===== config.mk =====
export PLATFORM = sky130hd
export DESIGN_NAME = seq_window_ctrl
export DESIGN_NICKNAME = d
export VERILOG_FILES = /design/src/rtl/seq_window_ctrl.sv
export SDC_FILE = /design/constraint.sdc
export NUM_CORES = 1
export LEC_CHECK = 0
export CORE_MARGIN = 10
export CORE_UTILIZATION = 25
export CTS_CLUSTER_DIAMETER = 100
export DETAILED_ROUTE_END_ITERATION = 6
export HOLD_SLACK_MARGIN = 0.15
export PLACE_DENSITY = 0.4
export SETUP_SLACK_MARGIN = 0.1
export SLEW_MARGIN = 20
export SYNTH_ARGS = -nofsm -noshare
export SYNTH_HDL_FRONTEND = slang
export SYNTH_SLANG_ARGS = --single-unit

===== constraint.sdc =====
create_clock -name clk -period 6.46 [get_ports clk]
set_clock_uncertainty 0.1 [all_clocks]
set_input_delay 0.646 -clock clk [delete_from_list [all_inputs] [get_ports clk]]
set_output_delay 0.646 -clock clk [all_outputs]
set_load 0.05 [all_outputs]

===== src/rtl/seq_window_ctrl.sv =====
// Run-time configurable serial pattern detector running one bounded job per start.
// Latches pattern/len/overlap/window, samples qualified bits, counts Mealy matches, pulses done.
module seq_window_ctrl #(
  parameter int PAT_W = 8,
  parameter int CNT_W = 8
) (
  input  logic             clk,
  input  logic             rst,
  input  logic             start,
  input  logic             abort,
  input  logic [PAT_W-1:0] cfg_pattern,
  input  logic [4:0]       cfg_len,
  input  logic             cfg_overlap,
  input  logic [CNT_W-1:0] cfg_window,
  input  logic             x_valid,
  input  logic             x,
  output logic             busy,
  output logic             z,
  output logic             done,
  output logic             cfg_err,
  output logic [CNT_W-1:0] match_count
);

  typedef enum logic [1:0] {
    IDLE = 2'd0,
    RUN  = 2'd1,
    DONE = 2'd2
  } state_t;

  localparam logic [4:0] MAX_LEN = 5'(PAT_W);

  state_t           state, state_nxt;
  logic [PAT_W-1:0] pat;
  logic [4:0]       len;
  logic             overlap;
  logic [CNT_W-1:0] window;
  logic [PAT_W-2:0] hist;
  logic [4:0]       fill;
  logic [CNT_W-1:0] sample_cnt;

  logic [PAT_W-1:0] cand;
  logic [PAT_W-1:0] len_mask;
  logic             cfg_ok;
  logic             sample;
  logic             last;
  logic             fill_ok;
  logic             hit;
  logic             accept;

  // Match evaluation on the candidate window ending with the current bit
  always_comb begin
    len_mask = {PAT_W{1'b0}};
    for (int i = 0; i < PAT_W; i++) begin
      len_mask[i] = (6'(i) < {1'b0, len});
    end
    cand    = {hist, x};
    fill_ok = ({1'b0, fill} + 6'd1) >= {1'b0, len};
    hit     = (((cand ^ pat) & len_mask) == {PAT_W{1'b0}}) && fill_ok;
    cfg_ok  = (cfg_len != 5'd0) && (cfg_len <= MAX_LEN) && (cfg_window != {CNT_W{1'b0}});
    sample  = (state == RUN) && x_valid;
    last    = (sample_cnt + {{(CNT_W-1){1'b0}}, 1'b1}) == window;
    accept  = (state == IDLE) && start && cfg_ok;
  end

  // Next-state logic; abort takes priority over the final sample
  always_comb begin
    state_nxt = state;
    case (state)
      IDLE: begin
        if (accept) state_nxt = RUN;
        else        state_nxt = IDLE;
      end
      RUN: begin
        if (abort)              state_nxt = IDLE;
        else if (sample && last) state_nxt = DONE;
        else                    state_nxt = RUN;
      end
      DONE:    state_nxt = IDLE;
      default: state_nxt = IDLE;
    endcase
  end

  assign busy = (state == RUN);
  assign done = (state == DONE);
  assign z    = sample && hit;

  // State register
  always_ff @(posedge clk or posedge rst) begin
    if (rst) state <= IDLE;
    else     state <= state_nxt;
  end

  // Config latches, history, counters and the registered reject pulse
  always_ff @(posedge clk or posedge rst) begin
    if (rst) begin
      pat         <= {PAT_W{1'b0}};
      len         <= 5'd0;
      overlap     <= 1'b0;
      window      <= {CNT_W{1'b0}};
      hist        <= {(PAT_W-1){1'b0}};
      fill        <= 5'd0;
      sample_cnt  <= {CNT_W{1'b0}};
      match_count <= {CNT_W{1'b0}};
      cfg_err     <= 1'b0;
    end else begin
      cfg_err <= (state == IDLE) && start && !cfg_ok;
      if (accept) begin
        pat         <= cfg_pattern;
        len         <= cfg_len;
        overlap     <= cfg_overlap;
        window      <= cfg_window;
        hist        <= {(PAT_W-1){1'b0}};
        fill        <= 5'd0;
        sample_cnt  <= {CNT_W{1'b0}};
        match_count <= {CNT_W{1'b0}};
      end else if (sample) begin
        hist        <= cand[PAT_W-2:0];
        sample_cnt  <= sample_cnt + {{(CNT_W-1){1'b0}}, 1'b1};
        match_count <= match_count + {{(CNT_W-1){1'b0}}, hit};
        // Non-overlap restarts the fill so the next hit needs a full fresh pattern
        if (hit && !overlap)   fill <= 5'd0;
        else if (fill < MAX_LEN) fill <= fill + 5'd1;
        else                   fill <= fill;
      end else begin
        hist <= hist;
      end
    end
  end

endmodule


Word-level counts from Yosys, hierarchy flattened
Cells that the tools add are included.

Add/sub/neg operators: 4. Magnitude comparators: 11. Eq/ne operators: 3. Multiplexer cells: 14. Bitwise operators: 2. Reductions and logical operators: 19.

Operators with widths (number): 8-bit 2-to-1 mux (4); 3-bit by 5-bit < comparator with 1-bit output (first input constant) (4); 5-bit 2-to-1 mux (4); 7-bit 2-to-1 mux (2); 1-bit logical AND (10); 1-bit by 5-bit < comparator with 1-bit output (first input constant) (2); 2-bit by 5-bit < comparator with 1-bit output (first input constant) (2); 8-bit by 1-bit adder with 8-bit output (1); 8-bit by 1-bit adder with 8-bit output (second input constant) (1); 8-bit AND (1); 8-bit == test (1); 8-bit logical NOT (1); 8-bit nonzero test (1); 8-bit XOR (1); 5-bit by 1-bit adder with 6-bit output (second input constant) (1); 6-bit by 5-bit greater-or-equal comparator with 1-bit output (1); 5-bit by 1-bit adder with 5-bit output (second input constant) (1); 5-bit by 4-bit less-or-equal comparator with 1-bit output (second input constant) (1); 5-bit by 4-bit < comparator with 1-bit output (second input constant) (1); 5-bit nonzero test (1); 2-bit 2-to-1 mux (2); 2-bit case mux with 2 select lines (1); 3-bit nonzero test (1); 2-bit by 1-bit == test with 1-bit output (second input constant) (1); other kinds (6) (7).

Register bits after elaboration: 53. Output and inout port bits: 12.

Logic depth before layout (Yosys ltp)
Gate-level depths: netlist (run 1).

Word-level depth: 8. Depth in mapped cells: 14. Mapped depth without buffers: 13.

Worst setup path after synthesis (run 1)
Ideal clock, no wire load.

Kind: register to output. Start point: register fill[0]. End point: output z. Data arrival time: 2.630 ns. Path slack: 3.084 ns. Cell stages (with the launch flop): 10. Buffers on the path: 1. Cells stage by stage: dfrtp_1 -> ha_1 -> xor2_1 -> ha_1 -> o21ai_0 -> o21ai_0 -> a211oi_1 -> or4_1 -> buf_2 -> nor2_1.

Longest elaborated chain between the ends: 4.

RTL lines: start, declared (line 38) `logic [4:0] fill;`; start signal, assigned (line 122) `else if (fill < MAX_LEN) fill <= fill + 5'd1;`; start signal, assigned (line 123) `else fill <= fill;`; 5-bit by 1-bit adder with 6-bit output (line 57) `fill_ok = ({1'b0, fill} + 6'd1) >= {1'b0, len};`; 6-bit by 5-bit greater-or-equal comparator with 1-bit output (line 57); 1-bit logical AND (line 58) `hit = (((cand ^ pat) & len_mask) == {PAT_W{1'b0}}) && fill_ok;`; 1-bit logical AND (line 85) `assign z = sample && hit;`; end, declared (line 18) `output logic z,`.

Every way passes these cells.

Final worst setup path (run 1)
Same ends and word-level chain as after synthesis.

==> results.txt, run 1 <==
outcome = finished clean
hold crit path type = flop to flop
TritonCTS clock tree = done
initial antenna violation count = 0
# Post-CTS Setup Buffers = 0
clock power share = 22.0%
routed wl met3 = 231 um
Rows = 38
Pwr Density = 261 mW/mm2
H-tree levels = 2
Post-Synthesis Cells = 272
CP peak stage delay = 0.82 ns
Die Span Y = 125 um
Net Sw Frac = 32.7%
unrepaired setup endpoints after global routing = no
Max Cap Viol = 0
CTS Hold Buffers Added = 0
crit path buf inv count = 1
global-route wire length before repair = 11300 um
fillcell total = 1163
footprint of the multi-input gates = 0.00136 mm2
Sequential Power Share = 50.4%
DRC viols = 0
EDFF count, synth = 0
Core ar. = 0.0108 mm2
GRT Util Overall = 8.55%
Cell Area, Synth = 0.00276 mm2
WL met1 = 3190 um
GRT overflow = 0
ANT cells = 0
slowest CP cell = clkdlybuf4s50_1
detailed-route via count = 2041
crit path capture type = primary output
YS warnings = 0
Crit Path Class = flop to primary output
Sequential Area = 0.00133 mm2
Post-Route Setup TNS = 0 ns
area delta synth->final = 23.3%
#FFs+latches synth = 53
Clock Tree Buf Depth = 2
Final nets = 348
Seq/Total Area, Yosys = 48.0%
die area = 0.0157 mm2
worst slew pin tran = 0.681 ns
Placed Instances = 444
largest net degree at the start of global routing = 54
post_cts resized = 0
Worst EP required = 5.71 ns
starting density of the core = 25.5%
Pre-Repair DR Iteration Count = 4
Yosys cell types = 36
Final min period = 4.18 ns
CTS Sinks = 53
LEAKAGE = 0.00145 uW
I/O Buffers = 39
internal power = 597 uW
CP max FO = 7
share of layout cells above drive strength 1 = 11.2%
Num CTS Buffers = 5
post-DP HPWL = 4670 um
non-filler cells, final = 452
synthesized area per cell = 10.2 um2
worst skew pair latency = 0.31 ns
utilization of the core after routing = 31.4%
clock root buffer = clkbuf_8
vias in the first global route = 2257
Max VDD drop = 0.0887 mV
FFs w/ async S/R, synth = 100%
Logic pwr share = 27.7%
Tcrit/Tclk final = 64.7%
Synth Flop Type = dfrtp_1
Initial DRC Count = 71
chip width = 125 um
Final ANT Viol Nets = 0
crit path DAT = 3.44 ns
cells along the critical path = ha_1 -> xor2_1 -> ha_1 -> o21ai_0 -> o21ai_0 -> a211oi_1 -> or4_1 -> nor2_1 -> clkdlybuf4s50_1
setup violators final = 0
crit path launch type = flop
Synthesized Nets = 309
routed wire length per instance = 14.4 um
Final Hold Vio Count = 0
Max-slew headroom = 54.6%
final WL = 6500 um
Worst-path clk slew = 0.10 ns
max frequency = 0.239 GHz
Slew Limit Fails = 0
met2 routed WL = 3000 um
CP delay by family, top = simple AND/OR/NAND/NOR gates
DR top layer = met4
R2R setup slack = 3.19 ns
Sw Pwr = 290 uW
gpl congestion = 0.734
Via density = 4.52
num ports = 40
state kept, by name, indices dropped and copies added, names as in the netlist:
register     count
cfg_err          1
fill             5
hist             7
len              5
match_count      8
overlap          1
pat              8
sample_cnt       8
state            2
window           8
per-layer routing:
| layer | up-vias | track usage, % |
|---|---|---|
| li1 | 1015 | - |
| met1 | 978 | 11.2 |
| met2 | 39 | 13.7 |
| met3 | 9 | 2.07 |
| met4 | 0 | 2.44 |
| met5 | - | 0 |
cells in the mapped netlist (2+ instances only):
| library cell | n | area (um2) |
|---|---|---|
| dfrtp_1 | 53 | 1330 |
| nand4_1 | 2 | 12.5 |
| nor3_1 | 8 | 40.0 |
| nor2_1 | 21 | 78.8 |
| clkbuf_1 | 9 | 33.8 |
| nor3b_1 | 3 | 22.5 |
| o21ai_0 | 11 | 55.1 |
| nand2_1 | 28 | 105 |
| nor4_1 | 4 | 25.0 |
| and3_1 | 6 | 37.5 |
| o211ai_1 | 2 | 15.0 |
| buf_2 | 2 | 10.0 |
| ha_1 | 9 | 113 |
| mux2i_1 | 3 | 30.0 |
| xor2_1 | 20 | 175 |
| xnor2_1 | 15 | 131 |
| and2_1 | 2 | 12.5 |
| or3_1 | 2 | 12.5 |
| a21oi_1 | 16 | 80.1 |
| nand3_1 | 11 | 55.1 |
| o21ai_1 | 2 | 10.0 |
| nor2b_1 | 3 | 18.8 |
| inv_1 | 9 | 33.8 |
| mux2_2 | 18 | 203 |
| or4_1 | 2 | 15.0 |
kinds of logic (layout without fill, tap and decap cells):
group,count (synthesis),in the layout,share of synthesized area (%)
AND/OR/NAND/NOR,95,95,16.7
flip-flops,53,53,48.0
AO/OA/AOI/OAI,39,39,8.88
XOR/XNOR,35,35,11.1
multiplexers,21,21,8.42
buffers and inverters,20,60,2.81
adder cells (fa/ha/maj),9,9,4.08
cell usage in the layout, fill, tap and decap left out, types with 2 or more instances in the layout:
cell type        instances
or4_1                    2
and2_1                   2
clkdlybuf4s50_1         39
nand4_1                  2
nor4_1                   4
nor2b_1                  3
o21ai_0                 11
xor2_1                  20
and3_1                   6
nor3b_1                  2
nand2_1                 28
ha_1                     9
a21oi_1                 16
nor3_1                   8
or3_1                    2
nor2_1                  21
mux2_2                  18
o21ai_1                  2
mux2i_1                  3
dfrtp_1                 53
inv_1                    8
o211ai_1                 2
nand3_1                 11
clkbuf_8                 5
buf_4                    4
xnor2_1                 15
worst paths after layout:
path / endpoint / cells past startpoint / start
hold / removal: state[1] / 1 / state[1]
max in group asynchronous: len[2] / 3 / rst
hold reg to reg: state[1] / 1 / state[1]
min in group asynchronous: match_count[4] / 3 / rst
setup reg to reg: match_count[4] / 13 / fill[0]
setup / recovery: z / 9 / fill[0]
per-stage QoR:
step / cell area, um2 / setup slack, ns / hold WS (ns) / total power [uW]
finish: 3410 / 2.28 / 0.387 / 887
global placement: 3320 / 2.55 / 0.379 / 703
floorplan: 2760 / 3.08 / 0.346 / 628
CTS: 3410 / 2.21 / 0.392 / 906
global route: 3410 / 2.03 / 0.436 / 960
detailed placement: 3320 / 2.52 / 0.378 / 705
final cells by class:
class | instances | area share (%)
clock buffer | 6 | 2.13
clock inverter | 2 | 0.404
inverter | 9 | 0.992
multi-input combinational | 199 | 40.0
sequential | 53 | 38.9
tap | 140 | 5.14
timing repair buffer | 43 | 12.3
power by group through the flow:
stage	registers [uW]	clock network (uW)	logic, uW
CTS	449	206	251
global route	457	219	284
floorplan	441	0	186
detailed placement	455	0	251
finish	447	195	245
global placement	454	0	249
(Power assumes the default switching activity.)
==> run 2: changes to the inputs <==
Settings changed: PLACE_DENSITY 0.4 to 0.41.
Clock period 6.46 ns to 3.7 ns, I/O delays scaled along.
==> run 2 against run 1 <==
Critical path type unchanged. Largest cell class unchanged. Final area grew 0.88%. Worst setup slack worse by 1.9 ns. Non-clock buffer count is 1 higher. First-iteration DRC count grew 5.6%. Global-route usage decreased by 0.40 points. Final cell count up 0.22%. Clock power up 110%.
==> results.txt, run 2 (synthesis gave the netlist of run 1 again) <==
share of layout cells above drive strength 1 = 11.8% (+0.60 points)
num ports = 40 (unchanged)
Rows = 38 (unchanged)
commonest non-fill, non-tap cell in the layout = dfrtp_1
area delta synth->final = 24.4%
LEAKAGE = 0.00147 uW (+1.2%)
# Post-CTS Setup Buffers = 0 (unchanged)
CP max FO = 7 (unchanged)
outcome = finished clean
DRC viols = 0 (unchanged)
CTS Sinks = 53 (unchanged)
largest net degree at the start of global routing = 32 (-41%)
Max Cap Viol = 0 (unchanged)
crit path launch type = flop
clock root buffer = clkbuf_8
setup violators final = 0 (unchanged)
worst slew pin tran = 0.662 ns (-0.0196 ns)
Core ar. = 0.0108 mm2 (unchanged)
Worst-path clk slew = 0.10 ns (about the same)
Pre-Repair DR Iteration Count = 4 (unchanged)
global-route wire length before repair = 10900 um (-3.3%)
Clock Tree Buf Depth = 2 (unchanged)
Crit Path Class = flop to primary output
initial antenna violation count = 0 (unchanged)
Final Hold Vio Count = 0 (unchanged)
CTS Hold Buffers Added = 0 (unchanged)
Max-slew headroom = 55.8% (+1.2 points)
unrepaired setup endpoints after global routing = no
TritonCTS clock tree = done
commonest non-fill, non-tap cells in the layout = dfrtp_1 (53), clkdlybuf4s50_1 (38), nand2_1 (28), nor2_1 (21), xor2_1 (20)
post_cts resized = 0 (unchanged)
footprint of the multi-input gates = 0.00136 mm2 (unchanged)
slowest CP cell = or4_1
routed wire length per instance = 13.9 um (-3.0%)
Max VDD drop = 0.186 mV (+110%)
crit path DAT = 2.84 ns (-0.60 ns)
Tcrit/Tclk final = 89.4%
Via density = 4.52 (+0.12%)
CP peak stage delay = 0.70 ns (-0.12 ns)
Slew Limit Fails = 0 (unchanged)
R2R depth = 13 (unchanged)
die area = 0.0157 mm2 (unchanged)
post-DP HPWL = 4700 um (+0.60%)
gpl congestion = 0.758 (+3.2%)
max frequency = 0.302 GHz
final WL = 6320 um (-2.8%)
Sequential Area = 0.00133 mm2 (unchanged)
cells along the critical path = ha_1 -> xor2_1 -> ha_1 -> o21ai_0 -> o21ai_0 -> a211oi_1 -> or4_1 -> nor2_1 -> buf_4
Pwr Density = 470 mW/mm2 (+80%)
R2R setup slack = 0.49 ns (-2.70 ns)
chip width = 125 um (unchanged)
Final min period = 3.31 ns
Final nets = 349 (+0.29%)
fillcell total = 1182 (+1.6%)
crit path capture type = primary output
ANT cells = 0 (unchanged)
Worst EP required = 3.23 ns (-2.48 ns)
Initial DRC Count = 75 (+5.6%)
hold_ws = 0.358 ns (-0.0290 ns)
detailed-route via count = 2048 (+0.34%)
GRT Util Overall = 8.15% (-0.40 points)
worst skew pair latency = 0.31 ns (about the same)
starting density of the core = 25.5% (unchanged)
vias in the first global route = 2291 (+1.5%)
hold crit path type = input port to async pin
Num CTS Buffers = 5 (unchanged)
Final ANT Viol Nets = 0 (unchanged)
Die Span Y = 125 um (unchanged)
Reg2Reg Launch Point = fill[0]
Crit Reg-Reg Endpoint = match_count[4]
H-tree levels = 2 (unchanged)
GRT overflow = 0 (unchanged)
Post-Route Setup TNS = 0 ns (unchanged)
I/O Buffers = 39 (unchanged)
[run 2: changes by cell type in the layout (fill, tap and decap cells not counted), sizes merged]
cell	delta
clkdlybuf4s50	-1
inv	-1
buf	+2
bufinv	+1
[run 2: power breakdown]
group	internal, uW	leakage (uW)	switching (uW)	total, uW
Sequential	678	0.000689	100	778
Clock	204	0.0000554	200	403
Combinational	231	0.000723	201	432
[run 2: layer usage]
layer / vias to the layer above / GRT usage (%) / wire (um)
li1: 1012 / - / -
met1: 1004 / 9.73 / 3010
met2: 28 / 14.4 / 3110
met3: 4 / 1.39 / 119
met4: 0 / 2.85 / 74
met5: - / 0 / 0
[run 2: worst max path at each step]
stage                           to    start  slack, ns
global route                     z  fill[0]       0.13
CTS                              z  fill[0]       0.32
finish                           z  fill[0]       0.39
detailed placement  match_count[4]  fill[0]       0.49
floorplan                        z  fill[0]       0.60
global placement    match_count[4]  fill[0]       0.57
[run 2: critical path: cells and delay by family, from the launching register on]
family	cells	cell delay, ns
buffers and inverters	1	0.22
adders and majority gates	2	0.53
and+or+nand+nor	2	0.89
xor gates and xnor gates	1	0.16
AOI/OAI and AO/OA	3	0.30
DFF	1	0.43
[run 2: metrics by stage]
step | worst slack [ns] | utilization (%) | cell area [um2] | power, uW | std cells
after floorplan | 0.600 | - | 2760 | 1100 | 272
after global placement | 0.572 | 30.7 | 3320 | 1230 | 445
after detailed placement | 0.491 | 30.7 | 3320 | 1230 | 445
after CTS | 0.323 | 31.7 | 3440 | 1640 | 453
after global routing | 0.129 | 31.7 | 3440 | 1750 | 453
final | 0.392 | 31.7 | 3440 | 1610 | 453
[run 2: layout make-up]
cell class | instances | area share (%)
Sequential cell | 53 | 38.6
Clock buffer | 6 | 2.11
Multi-Input combinational cell | 199 | 39.7
Clock inverter | 2 | 1.13
Tap cell | 140 | 5.10
Timing Repair Buffer | 44 | 12.4
Inverter | 9 | 0.983
==> run 3: changes to the inputs <==
Settings changed: GPL_TIMING_DRIVEN set to 1.
==> results of run 3 <==
No change in the layout: final DEF, timing and power equal those of run 2.
